--- src/rtl/sysarr_pkg.sv ---
// Shared types and sizing for the systolic array sequencer.
package sysarr_pkg;

  localparam int ARRAY_N_DFLT = 16;
  localparam int ADDR_W_DFLT  = 8;
  localparam int RD_LAT       = 1;
  localparam int DRAIN_LAT    = 2 * ARRAY_N_DFLT;

  // Counter must hold both a row index and the full drain length.
  function automatic int cnt_width(int addr_w, int n);
    int c;
    c = $clog2(2 * n + 1);
    return (addr_w > c) ? addr_w : c;
  endfunction

  localparam int CNT_W = cnt_width(ADDR_W_DFLT, ARRAY_N_DFLT);

  typedef enum logic [2:0] {
    IDLE,
    LOAD_W,
    COMPUTE,
    DRAIN,
    DONE
  } sysarr_state_t;

endpackage

--- src/rtl/sysarr_delay.sv ---
// Fixed-depth shift register matching the array's output latency; turns the
// delayed active strobe and row offset into an output-buffer write.
module sysarr_delay #(
  parameter int DEPTH = 32,
  parameter int W     = 8
) (
  input  logic         clk,
  input  logic         reset,
  input  logic         vld,
  input  logic [W-1:0] off,
  input  logic [W-1:0] base,
  output logic         wr_en,
  output logic [W-1:0] addr
);

  logic [DEPTH-1:0] vld_sr;
  logic [W-1:0]     off_sr [DEPTH];

  always_ff @(posedge clk) begin
    if (reset) begin
      vld_sr <= '0;
      for (int i = 0; i < DEPTH; i++) off_sr[i] <= '0;
    end else begin
      vld_sr    <= {vld_sr[DEPTH-2:0], vld};
      off_sr[0] <= off;
      for (int i = 1; i < DEPTH; i++) off_sr[i] <= off_sr[i-1];
    end
  end

  assign wr_en = vld_sr[DEPTH-1];
  assign addr  = wr_en ? (base + off_sr[DEPTH-1]) : '0;

endmodule

--- src/rtl/sysarr_ctrl.sv ---
// Sequencer for the N x N systolic array: weight preload, input streaming and
// output-write scheduling for one command at a time.
module sysarr_ctrl
  import sysarr_pkg::*;
#(
  parameter int ARRAY_N = ARRAY_N_DFLT,
  parameter int ADDR_W  = ADDR_W_DFLT
) (
  input  logic              clk,
  input  logic              reset,
  input  logic              start,
  input  logic [ADDR_W-1:0] num_rows,
  input  logic [ADDR_W-1:0] weight_base,
  input  logic [ADDR_W-1:0] input_base,
  input  logic [ADDR_W-1:0] output_base,
  output logic              busy,
  output logic              done,
  output logic              wmem_rd_en,
  output logic [ADDR_W-1:0] wmem_addr,
  output logic              imem_rd_en,
  output logic [ADDR_W-1:0] imem_addr,
  output logic              wwrite,
  output logic              active,
  output logic              omem_wr_en,
  output logic [ADDR_W-1:0] omem_addr
);

  localparam int CW    = cnt_width(ADDR_W, ARRAY_N);
  localparam int DEPTH = 2 * ARRAY_N;

  sysarr_state_t     state;
  logic [CW-1:0]     cnt;
  logic [CW-1:0]     cnt_nx;
  logic [ADDR_W-1:0] m_q, wb_q, ib_q, ob_q;
  logic [ADDR_W-1:0] act_off;

  assign cnt_nx = cnt + CW'(1);

  always_ff @(posedge clk) begin
    if (reset) begin
      state      <= IDLE;
      cnt        <= '0;
      m_q        <= '0;
      wb_q       <= '0;
      ib_q       <= '0;
      ob_q       <= '0;
      busy       <= 1'b0;
      done       <= 1'b0;
      wmem_rd_en <= 1'b0;
      wmem_addr  <= '0;
      imem_rd_en <= 1'b0;
      imem_addr  <= '0;
      wwrite     <= 1'b0;
      active     <= 1'b0;
      act_off    <= '0;
    end else begin
      // Buffer read data lands one cycle after the enable.
      wwrite  <= wmem_rd_en;
      active  <= imem_rd_en;
      act_off <= (state == COMPUTE) ? ADDR_W'(cnt) : '0;
      done    <= 1'b0;
      case (state)
        IDLE: begin
          if (start) begin
            m_q  <= num_rows;
            wb_q <= weight_base;
            ib_q <= input_base;
            ob_q <= output_base;
            cnt  <= '0;
            if (num_rows == '0) begin
              state <= DONE;
              done  <= 1'b1;
            end else begin
              state      <= LOAD_W;
              busy       <= 1'b1;
              wmem_rd_en <= 1'b1;
              wmem_addr  <= weight_base;
            end
          end
        end
        LOAD_W: begin
          if (cnt == CW'(ARRAY_N - 1)) begin
            state      <= COMPUTE;
            cnt        <= '0;
            wmem_rd_en <= 1'b0;
            wmem_addr  <= '0;
            imem_rd_en <= 1'b1;
            imem_addr  <= ib_q;
          end else begin
            cnt       <= cnt_nx;
            wmem_addr <= wb_q + ADDR_W'(cnt_nx);
          end
        end
        COMPUTE: begin
          if (cnt_nx == CW'(m_q)) begin
            state      <= DRAIN;
            cnt        <= '0;
            imem_rd_en <= 1'b0;
            imem_addr  <= '0;
          end else begin
            cnt       <= cnt_nx;
            imem_addr <= ib_q + ADDR_W'(cnt_nx);
          end
        end
        DRAIN: begin
          // Stay until the final row has left the delay line.
          if (cnt == CW'(DEPTH)) begin
            state <= DONE;
            cnt   <= '0;
            busy  <= 1'b0;
            done  <= 1'b1;
          end else begin
            cnt <= cnt_nx;
          end
        end
        DONE:    state <= IDLE;
        default: state <= IDLE;
      endcase
    end
  end

  sysarr_delay #(
    .DEPTH(DEPTH),
    .W    (ADDR_W)
  ) u_delay (
    .clk  (clk),
    .reset(reset),
    .vld  (active),
    .off  (act_off),
    .base (ob_q),
    .wr_en(omem_wr_en),
    .addr (omem_addr)
  );

endmodule

--- config.mk ---
export PLATFORM = sky130hd
export DESIGN_NAME = sysarr_ctrl
export DESIGN_NICKNAME = d
export VERILOG_FILES = /design/src/rtl/sysarr_pkg.sv /design/src/rtl/sysarr_delay.sv /design/src/rtl/sysarr_ctrl.sv
export SDC_FILE = /design/constraint.sdc
export NUM_CORES = 1
export LEC_CHECK = 0
export CAP_MARGIN = 10
export CORE_MARGIN = 5
export CORE_UTILIZATION = 63
export CTS_CLUSTER_DIAMETER = 40
export DETAILED_ROUTE_END_ITERATION = 8
export PLACE_DENSITY = 0.83
export SETUP_SLACK_MARGIN = 0.05
export SKIP_CTS_REPAIR_TIMING = 1
export SKIP_LAST_GASP = 1
export SLEW_MARGIN = 20
export SYNTH_ARGS = -nofsm -noshare
export SYNTH_HDL_FRONTEND = slang
export SYNTH_SLANG_ARGS = --single-unit
--- constraint.sdc ---
create_clock -name clk -period 4.2 [get_ports clk]
set_clock_uncertainty 0.2 [all_clocks]
set_input_delay 0.42 -clock clk [delete_from_list [all_inputs] [get_ports clk]]
set_output_delay 0.42 -clock clk [all_outputs]
set_load 0.01 [all_outputs]
# Yosys cells after proc, flatten, opt, wreduce, memory -nomap -nowiden
# Memories as Yosys holds them, arrays and structs flattened.
# Cells that the tools add are included.
# W data, S select, Z words.
word_totals:
  ramBits: 256
  register_bits: 105
  n_memories: 1
  in_bits: 35
  output_inout_bits: 31
classes:
  n_eq_ne: 11
  bitwise: 33
  n_addsub: 4
  n_mux: 67
  n_reduce_logical: 15
memory_table:
  columns: ["name", "words", "word_bits", "rd", "rd_clocked_by_memory_dff", "write_ports", "line", "source"]
  rows:
  - ["u_delay.off_sr", 32, 8, 32, 0, 32, "sysarr_delay.sv:17", "logic [W-1:0] off_sr [DEPTH];"]
op_table:
  columns: ["op", "count"]
  rows:
  - ["$mux W8", 42]
  - ["$or A1 B1 Y1", 32]
  - ["$pmux W8 S2", 2]
  - ["$pmux W8 S4", 1]
  - ["$add A8 B8 Y8", 3]
  - ["$mux W3", 5]
  - ["$mux W1", 12]
  - ["$pmux W3 S4", 1]
  - ["$reduce_and A4 Y1", 3]
  - ["$add A8 B1 Y8 const B", 1]
  - ["$eq A8 B4 Y1 const B", 1]
  - ["$eq A8 B6 Y1 const B", 1]
  - ["$eq A8 B8 Y1", 1]
  - ["$logic_not A8 Y1", 1]
  - ["$ne A2 B2 Y1 const B", 4]
  - ["$pmux W1 S2", 4]
  - ["$eq A3 B2 Y1 const B", 2]
  - ["$reduce_and A2 Y1", 3]
  - ["$reduce_and A3 Y1", 2]
  - ["$reduce_bool A2 Y1", 3]
  - ["$reduce_bool A4 Y1", 1]
  - ["$eq A3 B1 Y1 const B", 1]
  - ["$logic_not A3 Y1", 1]
  - ["$ne A2 B1 Y1 const B", 1]
  - ["other kinds (2)", 2]

# Longest topological paths before layout
# Gate-level depths: netlist of the first run.
logic_depth:
  ltp_word: 4
  mapped_depth: 12

# By module
# From an unflattened synthesis of the first run, not the netlist that was laid out.
hier_totals:
  hier_cells: 1106
  area_unflattened_um2: 11763.8
modules_own_cells:
  columns: ["mod", "instances", "cells_each", "area_per_inst_um2", "seq_area_each_um2"]
  rows:
  - ["sysarr_delay", 1, 652, 8030.2, 5765.5]
  - ["sysarr_ctrl", 1, 454, 3733.6, 1461.4]

# Worst setup path before layout of the first run
# No wires, ideal clock.
synth_timing:
  path_type: "reg2reg"
  startpoint: "register cnt[0]"
  endpoint: "register cnt[6]"
  path_stages_with_launch: 10
  path_buffers: 0
  slack_ps: 1485
  setup_time_ps: 117
  arrival_time_ps: 2398
  required_time_ps: 3883
  period_less_slack_ps: 2715
  cell_sequence: "dfxtp_1 -> ha_1 -> nand3_2 -> nor2_1 -> xnor2_1 -> inv_2 -> a2111oi_2 -> nand2_2 -> a211o_1 -> a32o_1"
synth_between:
  elab_chain_len: 4
  elab_cells_between_ends: 8
  cone_classes: "add/sub (1); eq/ne (3); mux (4)"
synth_rtl:
  columns: ["item", "line", "source"]
  rows:
  - ["start, declared", "sysarr_ctrl.sv:32", "logic [CW-1:0] cnt;"]
  - ["start signal, assigned", "sysarr_ctrl.sv:90", "cnt <= cnt_nx;"]
  - ["start signal, assigned", "sysarr_ctrl.sv:101", "cnt <= cnt_nx;"]
  - ["start signal, assigned", "sysarr_ctrl.sv:113", "cnt <= cnt_nx;"]
  - ["$add A8 B1 Y8", "sysarr_ctrl.sv:37", "assign cnt_nx = cnt + CW'(1);"]
  - ["$eq A8 B8 Y1", "sysarr_ctrl.sv:95", "if (cnt_nx == CW'(m_q)) begin"]
  - ["$mux W8", "sysarr_ctrl.sv:95", null]
  - ["$pmux W8 S4 *", "sysarr_ctrl.sv:62", "case (state)"]
# Every way passes the cells marked *; elsewhere a longest branch is shown, timed or not.
# A chain may end at the register's enable or synchronous reset.

# Worst setup path in the final report of the first run
layout_timing:
  startpoint: "register ob_q[0]"
  endpoint: "output omem_addr[6]"
layout_between:
  elab_chain_len: 2
layout_rtl:
  columns: ["item", "line", "source"]
  rows:
  - ["start, declared", "sysarr_ctrl.sv:34", "logic [ADDR_W-1:0] m_q, wb_q, ib_q, ob_q;"]
  - ["start signal, assigned", "sysarr_ctrl.sv:68", "ob_q <= output_base;"]
  - ["$add A8 B8 Y8", "sysarr_delay.sv:31", "assign addr = wr_en ? (base + off_sr[DEPTH-1]) : '0;"]
  - ["$mux W8", "sysarr_delay.sv:31", null]
  - ["end, declared", "sysarr_ctrl.sv:25", "output logic [ADDR_W-1:0] omem_addr"]
# No other way between the ends.

==> out/metrics.yaml, run 1 <==
reported_max_cap_violation_count: 0
ys_ff_latch: 361
via_count: 7167
number_of_antenna_violations_at_the_first_check_in_global_routing: 0
placement_rows: 49
number_of_buffers_inserted_during_clock_tree_synthesis: 37
synth_enable_flop_cells: 0
timing_worst_setup_path_type: "reg2out"
ys_async_sr_fraction: 0
path_max_fanout: 2
worst_slew_pin_slew_ns: 1.07
floorplan.die_area_sq_mm: 0.0213
multi_input_comb_area_sq_mm: 0.00416
wl_per_cell_um: 14.2
cts_root_buf: "sky130_fd_sc_hd__clkbuf_16"
initial_core_util: 0.645
cp-end-kind: "output port"
finalSetupViolations: 0
report.final.hold_viol_count: 0
report.final.slew_viol_count: 0
clk_pin_slew_ns: 0.07
grt_start_max_net_pins: 174
synth_compound_area_frac: 0.0663
buffer_ports.inserted: 65
dp.cells: 1344
final_core_utilization: 0.760
cts_tree: "yes"
placement.cell_area_sq_mm: 0.0124
yosys.area_share.xor_xnor: 0.0218
irDropWorstVdd_mv: 0.413
routability_congestion_estimate: 0.885
min_period_over_period: 0.857
layout-drive-gt1-share: 0.0752
synthDominantCellAreaShare: 0.619
max-slew-margin-rel: 0.283
drc: 0
synth_cell_types: 56
final-instance-count-excl-fill: 1412
detailedRoute.firstPassIterationCount: 4
syn-instance-count: 1108
crit_path_start_kind: "register"
avgSynthCellArea_sq_um: 10.5
outcome: "complete, no violations"
worst_skew_pair.late_latency_ns: 0.51
grt_usage: 0.190
flow.area_growth_from_synthesis_pct: 17.7
powerDensity_mw_per_mm2: 539
filler_cell_count: 1218
floorplan.die.height_um: 146
synth-adder-area-share: 0.0298
synthesis.nets: 1169
die_w_um: 146
h_tree_depth: 2
final.hold.worst_slack_ns: 0.143
tritoncts_sink_count: 361
antenna-diode-count: 0
arr_time_crit_path_ns: 2.98
yosys.area.top_type: "sky130_fd_sc_hd__dfxtp_1"
grt_pass1_vias: 7039
seq_area_frac_synth: 0.619
cp.required_ns: 3.58
simple_gate_share_of_the_synthesized_area: 0.237
synth_ff_type: "sky130_fd_sc_hd__dfxtp_1"
first_iter_violations: 313
fp.coreArea_sq_mm: 0.0181
final_design_area_no_fill_sq_mm: 0.0137
synth.mux.area_fraction: 0.00172
final_min_period_ns: 3.60
dpl.hpwl_mm: 11.9
final-seq-area_sq_mm: 0.00723
overflow: 0
power.leakage_nw: 5.47
io_pins: 66
fin_setup_tns_ns: 0
ys_top_cells_by_area: "sky130_fd_sc_hd__dfxtp_1 (62%), sky130_fd_sc_hd__nor2b_1 (16%), sky130_fd_sc_hd__nand2_1 (3.2%)"
maxClockFrequency_ghz: 0.278
rsz_0062_raised_after_global_routing: "false"
final_net_count: 1215
cts_max_path_buffers: 3
timing.hold.worst.class: "in2reg"
synth_top_family_by_area: "simple AND/OR/NAND/NOR gates"
detail-route-antenna-nets: 0
wire_length_of_the_first_global_routing_pass_mm: 33.8
netlist_area_sq_mm: 0.0117
synthesis.yosys.warnings: 0
vias_per_cell: 5.08
totalWireLength_mm: 20.0
-- routing by layer --
metal	share of wire	routed length, um	global-route usage
met4	0.023	467	0.0668
met5	0	0	0
met2	0.48	9560	0.319
met3	0.039	771	0.0353
met1	0.46	9220	0.248
-- per-stage QoR --
step	total power [W]	setup slack [ns]
finish	0.00740	0.600
global route	0.00769	0.490
CTS	0.00747	0.580
detailed placement	0.00403	1.07
global placement	0.00402	1.13
floorplan	0.00387	1.48
-- sequential cells by signal, summed over array words and instances, names as in the netlist, 3 cells and up --
register,count
wb_q,8
ib_q,8
wmem_addr,8
imem_addr,8
act_off,8
cnt,8
state,3
ob_q,8
u_delay.vld_sr,32
m_q,8
u_delay.off_sr,256
-- power by group --
part           internal, W  total [W]  leakage (nW)  switching (W)
clock              0.00210    0.00344         0.661        0.00134
combinational     0.000171   0.000429          1.90       0.000258
sequential         0.00348    0.00353          2.92      0.0000488
-- placed cells by master, fill, tap and decap left out, drive strengths merged, types with 4 or more instances in the layout --
master / n
a21oi: 63
or2: 5
bufinv: 4
nor2b: 295
clkbuf: 47
dfxtp: 361
nor3: 14
a211oi: 5
clkinv: 9
o21ai: 19
a21o: 8
nand3: 7
and2: 9
ha: 23
xnor2: 21
xor2: 8
inv: 17
nand2: 99
buf: 4
a311oi: 6
clkdlybuf4s50: 64
and3: 6
nand2b: 6
nor4: 4
nor2: 41
a22oi: 6
-- cell usage after synthesis (5+ instances only) --
cell type and instances:
sky130_fd_sc_hd__a211oi_1 5, sky130_fd_sc_hd__a21o_1 8, sky130_fd_sc_hd__a21oi_1 63, sky130_fd_sc_hd__a22oi_1 6, sky130_fd_sc_hd__a311oi_1 6, sky130_fd_sc_hd__and2_1 8
sky130_fd_sc_hd__and3_1 5, sky130_fd_sc_hd__clkbuf_1 54, sky130_fd_sc_hd__dfxtp_1 361, sky130_fd_sc_hd__ha_1 23, sky130_fd_sc_hd__inv_1 9, sky130_fd_sc_hd__nand2_1 98
sky130_fd_sc_hd__nand2b_1 5, sky130_fd_sc_hd__nand3_1 5, sky130_fd_sc_hd__nor2_1 41, sky130_fd_sc_hd__nor2b_1 295, sky130_fd_sc_hd__nor3_1 14, sky130_fd_sc_hd__o21ai_0 17
sky130_fd_sc_hd__or2_2 5, sky130_fd_sc_hd__xnor2_1 21, sky130_fd_sc_hd__xor2_1 8
-- logic make-up (layout without fill, tap and decap cells) --
logic type	Yosys count	after routing
AOI/OAI and AO/OA	125	125
xor gates and xnor gates	29	29
adders and majority gates	26	26
buffers and inverters	71	146
DFF	361	361
muxes	2	2
and+or+nand+nor	494	494
-- critical path, stage by stage (launching register included) --
cell                              delay, ns
sky130_fd_sc_hd__dfxtp_1               0.31
sky130_fd_sc_hd__ha_1                  0.23
sky130_fd_sc_hd__fa_1                  0.44
sky130_fd_sc_hd__a21o_1                0.18
sky130_fd_sc_hd__a21o_1                0.19
sky130_fd_sc_hd__a21o_1                0.18
sky130_fd_sc_hd__a21oi_1               0.17
sky130_fd_sc_hd__xnor2_1               0.13
sky130_fd_sc_hd__and2_1                0.13
sky130_fd_sc_hd__clkdlybuf4s50_1       0.53
-- layout make-up --
| cell class | count | area share |
|---|---|---|
| inverters | 10 | 0.00273 |
| multi-input cells | 676 | 0.303 |
| clock buffers | 47 | 0.0783 |
| flip-flops and latches | 361 | 0.526 |
| well taps | 229 | 0.0209 |
| repair buffers | 68 | 0.0503 |
| clock inverters | 21 | 0.0189 |
-- final timing paths --
path | startpoint | end | slack, ns | cells after the start
worst max-delay path | ob_q[0] | omem_addr[6] | 0.60 | 9
worst min-delay path | reset | u_delay.off_sr[4][7] | 0.14 | 2
worst max register to register | cnt[0] | cnt[6] | 1.03 | 9
worst min register to register | u_delay.off_sr[0][3] | u_delay.off_sr[1][3] | 0.23 | 1
Power figures use the tool's default switching activity.
==> inputs of run 2 (changes only) <==
--- a/config.mk
+++ b/config.mk
@@ -6,11 +6,13 @@
 export NUM_CORES = 1
 export LEC_CHECK = 0
 export CAP_MARGIN = 10
+export CELL_PAD_IN_SITES_DETAIL_PLACEMENT = 1
+export CELL_PAD_IN_SITES_GLOBAL_PLACEMENT = 1
 export CORE_MARGIN = 5
-export CORE_UTILIZATION = 63
+export CORE_UTILIZATION = 50
 export CTS_CLUSTER_DIAMETER = 40
 export DETAILED_ROUTE_END_ITERATION = 8
-export PLACE_DENSITY = 0.83
+export PLACE_DENSITY_LB_ADDON = 0.1
 export SETUP_SLACK_MARGIN = 0.05
 export SKIP_CTS_REPAIR_TIMING = 1
 export SKIP_LAST_GASP = 1
==> run 2 against run 1 <==
  * Routed wire length is 14% higher
  * Power is 6.0% higher
  * Hold slack worse by 0.017 ns
  * Cell area grew 2.2%
  * Via count up 2.2%
  * Non-clock buffer count rose by 2
  * Utilization down 14 points
  * Setup slack worse by 0.011 ns
  * Sequential cell count unchanged
  * Count of clock-buffer cells in the layout grew 7
  * Largest power group is now the clock network
  * Highest routed layer unchanged
==> out/metrics.yaml, run 2 (same netlist as run 1, synthesis figures left out) <==
buffer_ports.inserted: 65
placement_rows: 55
detail-route-antenna-nets: 0
clk_pin_slew_ns: 0.06
final_net_count: 1222
h_tree_depth: 2
final_cell_mix: "sky130_fd_sc_hd__dfxtp_1 (361), sky130_fd_sc_hd__nor2b_1 (295), sky130_fd_sc_hd__nand2_1 (98)"
cp.required_ns: 3.58
io_pins: 66
floorplan.die.height_um: 163
max-slew-margin-rel: 0.341
reg.largest.list: "u_delay.off_sr x256, u_delay.vld_sr x32"
dp.cells: 1430
die_w_um: 163
fin_setup_tns_ns: 0
final_core_utilization: 0.616
cp-end-kind: "output port"
irDropWorstVdd_mv: 0.287
drc: 0
finalWorstSetupSlack_ns: 0.589
timing.hold.worst.class: "in2reg"
floorplan.die_area_sq_mm: 0.0265
crit_path_start_kind: "register"
placement.setup.worst_slack_ns: 1.03
final_min_period_ns: 3.61
largest_register_ff_count: 256
routability_congestion_estimate: 0.841
reported_max_cap_violation_count: 0
dpl.hpwl_mm: 13.5
timing_worst_setup_path_type: "reg2out"
filler_cell_count: 2377
cts_max_path_buffers: 3
power_w: 0.00784
report.final.slew_viol_count: 0
tritoncts_sink_count: 361
number_of_antenna_violations_at_the_first_check_in_global_routing: 0
register_bank_with_the_most_flops: "u_delay.off_sr"
detailedRoute.firstPassIterationCount: 4
wire_length_of_the_first_global_routing_pass_mm: 38.2
path_max_fanout: 2
arr_time_crit_path_ns: 2.99
cts_tree: "yes"
outcome: "complete, no violations"
finalSetupViolations: 0
grt_pass1_vias: 7719
cts_root_buf: "sky130_fd_sc_hd__clkbuf_16"
vias_per_cell: 4.87
powerDensity_mw_per_mm2: 559
min_period_over_period: 0.860
grt_usage: 0.175
final-instance-count-excl-fill: 1505
maxClockFrequency_ghz: 0.277
grt_start_max_net_pins: 191
worst_slew_pin_slew_ns: 0.989
overflow: 0
rsz_0062_raised_after_global_routing: "false"
initial_core_util: 0.512
totalWireLength_mm: 22.9
wl_per_cell_um: 15.2
worst_skew_pair.late_latency_ns: 0.52
flow.area_growth_from_synthesis_pct: 20.3
mostFrequentLayoutCell: "sky130_fd_sc_hd__dfxtp_1"
report.final.hold_viol_count: 0
first_iter_violations: 331
fp.coreArea_sq_mm: 0.0228
layout-drive-gt1-share: 0.0789
number_of_buffers_inserted_during_clock_tree_synthesis: 42
antenna-diode-count: 0
via_count: 7328
power.leakage_nw: 5.56
[run 2: cell types whose count changed in the layout (fill, tap and decap cells not counted)]
cell                         delta
sky130_fd_sc_hd__bufinv_16      +4
sky130_fd_sc_hd__clkbuf_1       +4
sky130_fd_sc_hd__clkbuf_16      +4
sky130_fd_sc_hd__inv_8          -3
sky130_fd_sc_hd__buf_4          +2
sky130_fd_sc_hd__clkinv_4       -2
sky130_fd_sc_hd__clkbuf_8       -1
sky130_fd_sc_hd__clkinv_2       -1
sky130_fd_sc_hd__clkinvlp_4     +1
sky130_fd_sc_hd__inv_6          +1
[run 2: where the power goes]
part / switching, W / total (W) / leakage, nW / internal (W)
clock network: 0.00138 / 0.00387 / 0.739 / 0.00249
registers: 0.0000502 / 0.00353 / 2.92 / 0.00348
logic: 0.000268 / 0.000444 / 1.91 / 0.000175
total: 0.00170 / 0.00784 / 5.56 / 0.00614
[run 2: layout make-up]
cell class	count	area, sq um	share of cell area
clock buffer	54	1180	0.0839
clock inverter	21	340	0.0242
timing repair buffer	70	706	0.0503
sequential	361	7230	0.515
inverter	10	37.5	0.00267
multi-input combinational	676	4160	0.296
tap	313	392	0.0279
[run 2: critical path: stages, from the launching register on]
cell                              delay (ns)
sky130_fd_sc_hd__dfxtp_1                0.31
sky130_fd_sc_hd__ha_1                   0.23
sky130_fd_sc_hd__fa_1                   0.44
sky130_fd_sc_hd__a21o_1                 0.17
sky130_fd_sc_hd__a21o_1                 0.19
sky130_fd_sc_hd__a21o_1                 0.18
sky130_fd_sc_hd__a21oi_1                0.17
sky130_fd_sc_hd__xnor2_1                0.13
sky130_fd_sc_hd__and2_1                 0.13
sky130_fd_sc_hd__clkdlybuf4s50_1        0.52
[run 2: per-layer routing]
layer	global-route usage	vias to the layer above	wire, um
met5	0	-	0
met4	0.0606	0	586
met3	0.0296	45	624
met2	0.319	89	11700
met1	0.207	3530	9980
li1	-	3664	-
[run 2: worst paths after layout]
| path | from | to | slack (ns) | depth (start not counted) |
|---|---|---|---|---|
| setup / recovery | ob_q[0] | omem_addr[6] | 0.59 | 9 |
| setup reg to reg | cnt[0] | cnt[6] | 0.95 | 9 |
| hold reg to reg | u_delay.off_sr[18][4] | u_delay.off_sr[19][4] | 0.23 | 1 |
| hold / removal | reset | u_delay.off_sr[13][4] | 0.13 | 2 |
[run 2: metrics by stage]
stage,hold WS (ns),cell area [sq um]
6_report,0.126,14000
5_1_grt,0.160,14000
4_1_cts,0.131,14000
3_5_place_dp,0.224,12500
3_3_place_gp,0.216,12500
2_1_floorplan,0.214,11700
==> inputs of run 3 (changes only) <==
--- a/config.mk
+++ b/config.mk
@@ -14,7 +14,6 @@
 export DETAILED_ROUTE_END_ITERATION = 8
 export PLACE_DENSITY_LB_ADDON = 0.1
 export SETUP_SLACK_MARGIN = 0.05
-export SKIP_CTS_REPAIR_TIMING = 1
 export SKIP_LAST_GASP = 1
 export SLEW_MARGIN = 20
 export SYNTH_ARGS = -nofsm -noshare
==> constraint.sdc (replaced) <==
create_clock -name clk -period 4.4 [get_ports clk]
set_clock_uncertainty 0.2 [all_clocks]
set_input_delay 0.44 -clock clk [delete_from_list [all_inputs] [get_ports clk]]
set_output_delay 0.44 -clock clk [all_outputs]
set_load 0.01 [all_outputs]
==> run 3 against run 2 <==
  * Register-to-register slack better by 0.24 ns
  * Sequential cell count unchanged
  * Via count up 0.85%
  * Hold slack better by 0.0077 ns
  * Routed wire length down 2.0%
  * Power down 7.8%
  * First-iteration DRC count down 2.7%
  * Critical endpoint unchanged
==> out/metrics.yaml, run 3 (same netlist as run 1, synthesis figures left out) <==
detail-route-antenna-nets: 0
worst_slew_pin_slew_ns: 0.920
outcome: "complete, no violations"
crit_path_start_kind: "register"
overflow: 0
maxClockFrequency_ghz: 0.274
cts-hold-fix-buffers: 0
antenna-diode-count: 0
layout-drive-gt1-share: 0.0765
timing.hold.worst.class: "in2reg"
tritoncts_sink_count: 361
reported_max_cap_violation_count: 0
number_of_antenna_violations_at_the_first_check_in_global_routing: 0
detailedRoute.firstPassIterationCount: 4
final_cell_mix: "sky130_fd_sc_hd__dfxtp_1 (361), sky130_fd_sc_hd__nor2b_1 (295), sky130_fd_sc_hd__nand2_1 (98)"
floorplan.die_area_sq_mm: 0.0265
fp.coreArea_sq_mm: 0.0228
first_iter_violations: 322
min_period_over_period: 0.828
cts_tree: "yes"
fin_setup_tns_ns: 0
initial_core_util: 0.512
final_min_period_ns: 3.64
reg.largest.list: "u_delay.off_sr x256, u_delay.vld_sr x32"
irDropWorstVdd_mv: 0.297
die_w_um: 163
largest_register_ff_count: 256
path_max_fanout: 2
via_count: 7390
rsz_0062_raised_after_global_routing: "false"
floorplan.die.height_um: 163
number_of_buffers_inserted_during_clock_tree_synthesis: 43
multi_input_comb_area_sq_mm: 0.00416
report.final.hold_viol_count: 0
worst_skew_pair.late_latency_ns: 0.52
powerDensity_mw_per_mm2: 519
cp.required_ns: 3.76
filler_cell_count: 2377
routability_congestion_estimate: 0.842
wire_length_of_the_first_global_routing_pass_mm: 37.6
cp-end-kind: "output port"
clk_pin_slew_ns: 0.06
max-slew-margin-rel: 0.387
grt_usage: 0.172
totalWireLength_mm: 22.4
grt_start_max_net_pins: 191
dpl.hpwl_mm: 13.4
report.final.slew_viol_count: 0
mostFrequentLayoutCell: "sky130_fd_sc_hd__dfxtp_1"
power.leakage_nw: 5.50
final_net_count: 1223
vias_per_cell: 4.92
io_pins: 66
timing_worst_setup_path_type: "reg2out"
cts_max_path_buffers: 3
buffer_ports.inserted: 65
post-cts-setup-buffers: 0
arr_time_crit_path_ns: 3.00
register_bank_with_the_most_flops: "u_delay.off_sr"
flow.area_growth_from_synthesis_pct: 19.4
post_cts_resize_count: 0
h_tree_depth: 2
drc: 0
final-seq-area_sq_mm: 0.00723
grt_pass1_vias: 7723
placement_rows: 55
wl_per_cell_um: 14.9
final_core_utilization: 0.612
cts_root_buf: "sky130_fd_sc_hd__clkbuf_16"
finalSetupViolations: 0
run 3: layout make-up:
type	count	share of cell area
Multi-Input combinational cell	676	0.299
Clock buffer	56	0.0866
Tap cell	313	0.0281
Clock inverter	17	0.0146
Timing Repair Buffer	70	0.0507
Sequential cell	361	0.519
Inverter	10	0.00269
run 3: where the power goes:
group | total [W] | switching, W | internal [W]
Clock | 0.00344 | 0.00133 | 0.00211
Sequential | 0.00337 | 0.0000480 | 0.00332
Combinational | 0.000422 | 0.000254 | 0.000167
run 3: through the flow:
step                      total power (W)  hold WS (ns)  worst slack (ns)  instance area [sq um]  cells
after global routing              0.00753         0.179             0.592                  13900   1503
final                             0.00723         0.134             0.756                  13900   1503
after global placement            0.00385         0.217              1.31                  12500   1430
after floorplan                   0.00369         0.214              1.68                  11700   1108
after CTS                         0.00733         0.142             0.715                  13900   1503
after detailed placement          0.00386         0.224              1.27                  12500   1430
run 3: worst max-delay path, stage by stage, from the launching register on:
cell and delay (ns):
sky130_fd_sc_hd__dfxtp_1 0.31, sky130_fd_sc_hd__ha_1 0.23, sky130_fd_sc_hd__fa_1 0.43, sky130_fd_sc_hd__a21o_1 0.18, sky130_fd_sc_hd__a21o_1 0.19, sky130_fd_sc_hd__a21o_1 0.17
sky130_fd_sc_hd__a21oi_1 0.19, sky130_fd_sc_hd__xnor2_1 0.13, sky130_fd_sc_hd__and2_1 0.13, sky130_fd_sc_hd__clkdlybuf4s50_1 0.53
run 3: path summary, 6_finish.rpt:
check	startpoint	endpoint	slack (ns)	cells past startpoint
setup / recovery	ob_q[0]	omem_addr[6]	0.76	9
hold / removal	reset	u_delay.off_sr[13][4]	0.13	2
setup reg to reg	cnt[3]	cnt[6]	1.19	8
hold reg to reg	u_delay.off_sr[10][5]	u_delay.off_sr[11][5]	0.23	1
run 3: per-layer routing:
layer | routed length [um] | GRT usage | up-vias
met2 | 11200 | 0.307 | 99
li1 | - | - | 3663
met5 | 0 | 0 | -
met1 | 9830 | 0.205 | 3571
met4 | 664 | 0.0618 | 0
met3 | 734 | 0.0337 | 57
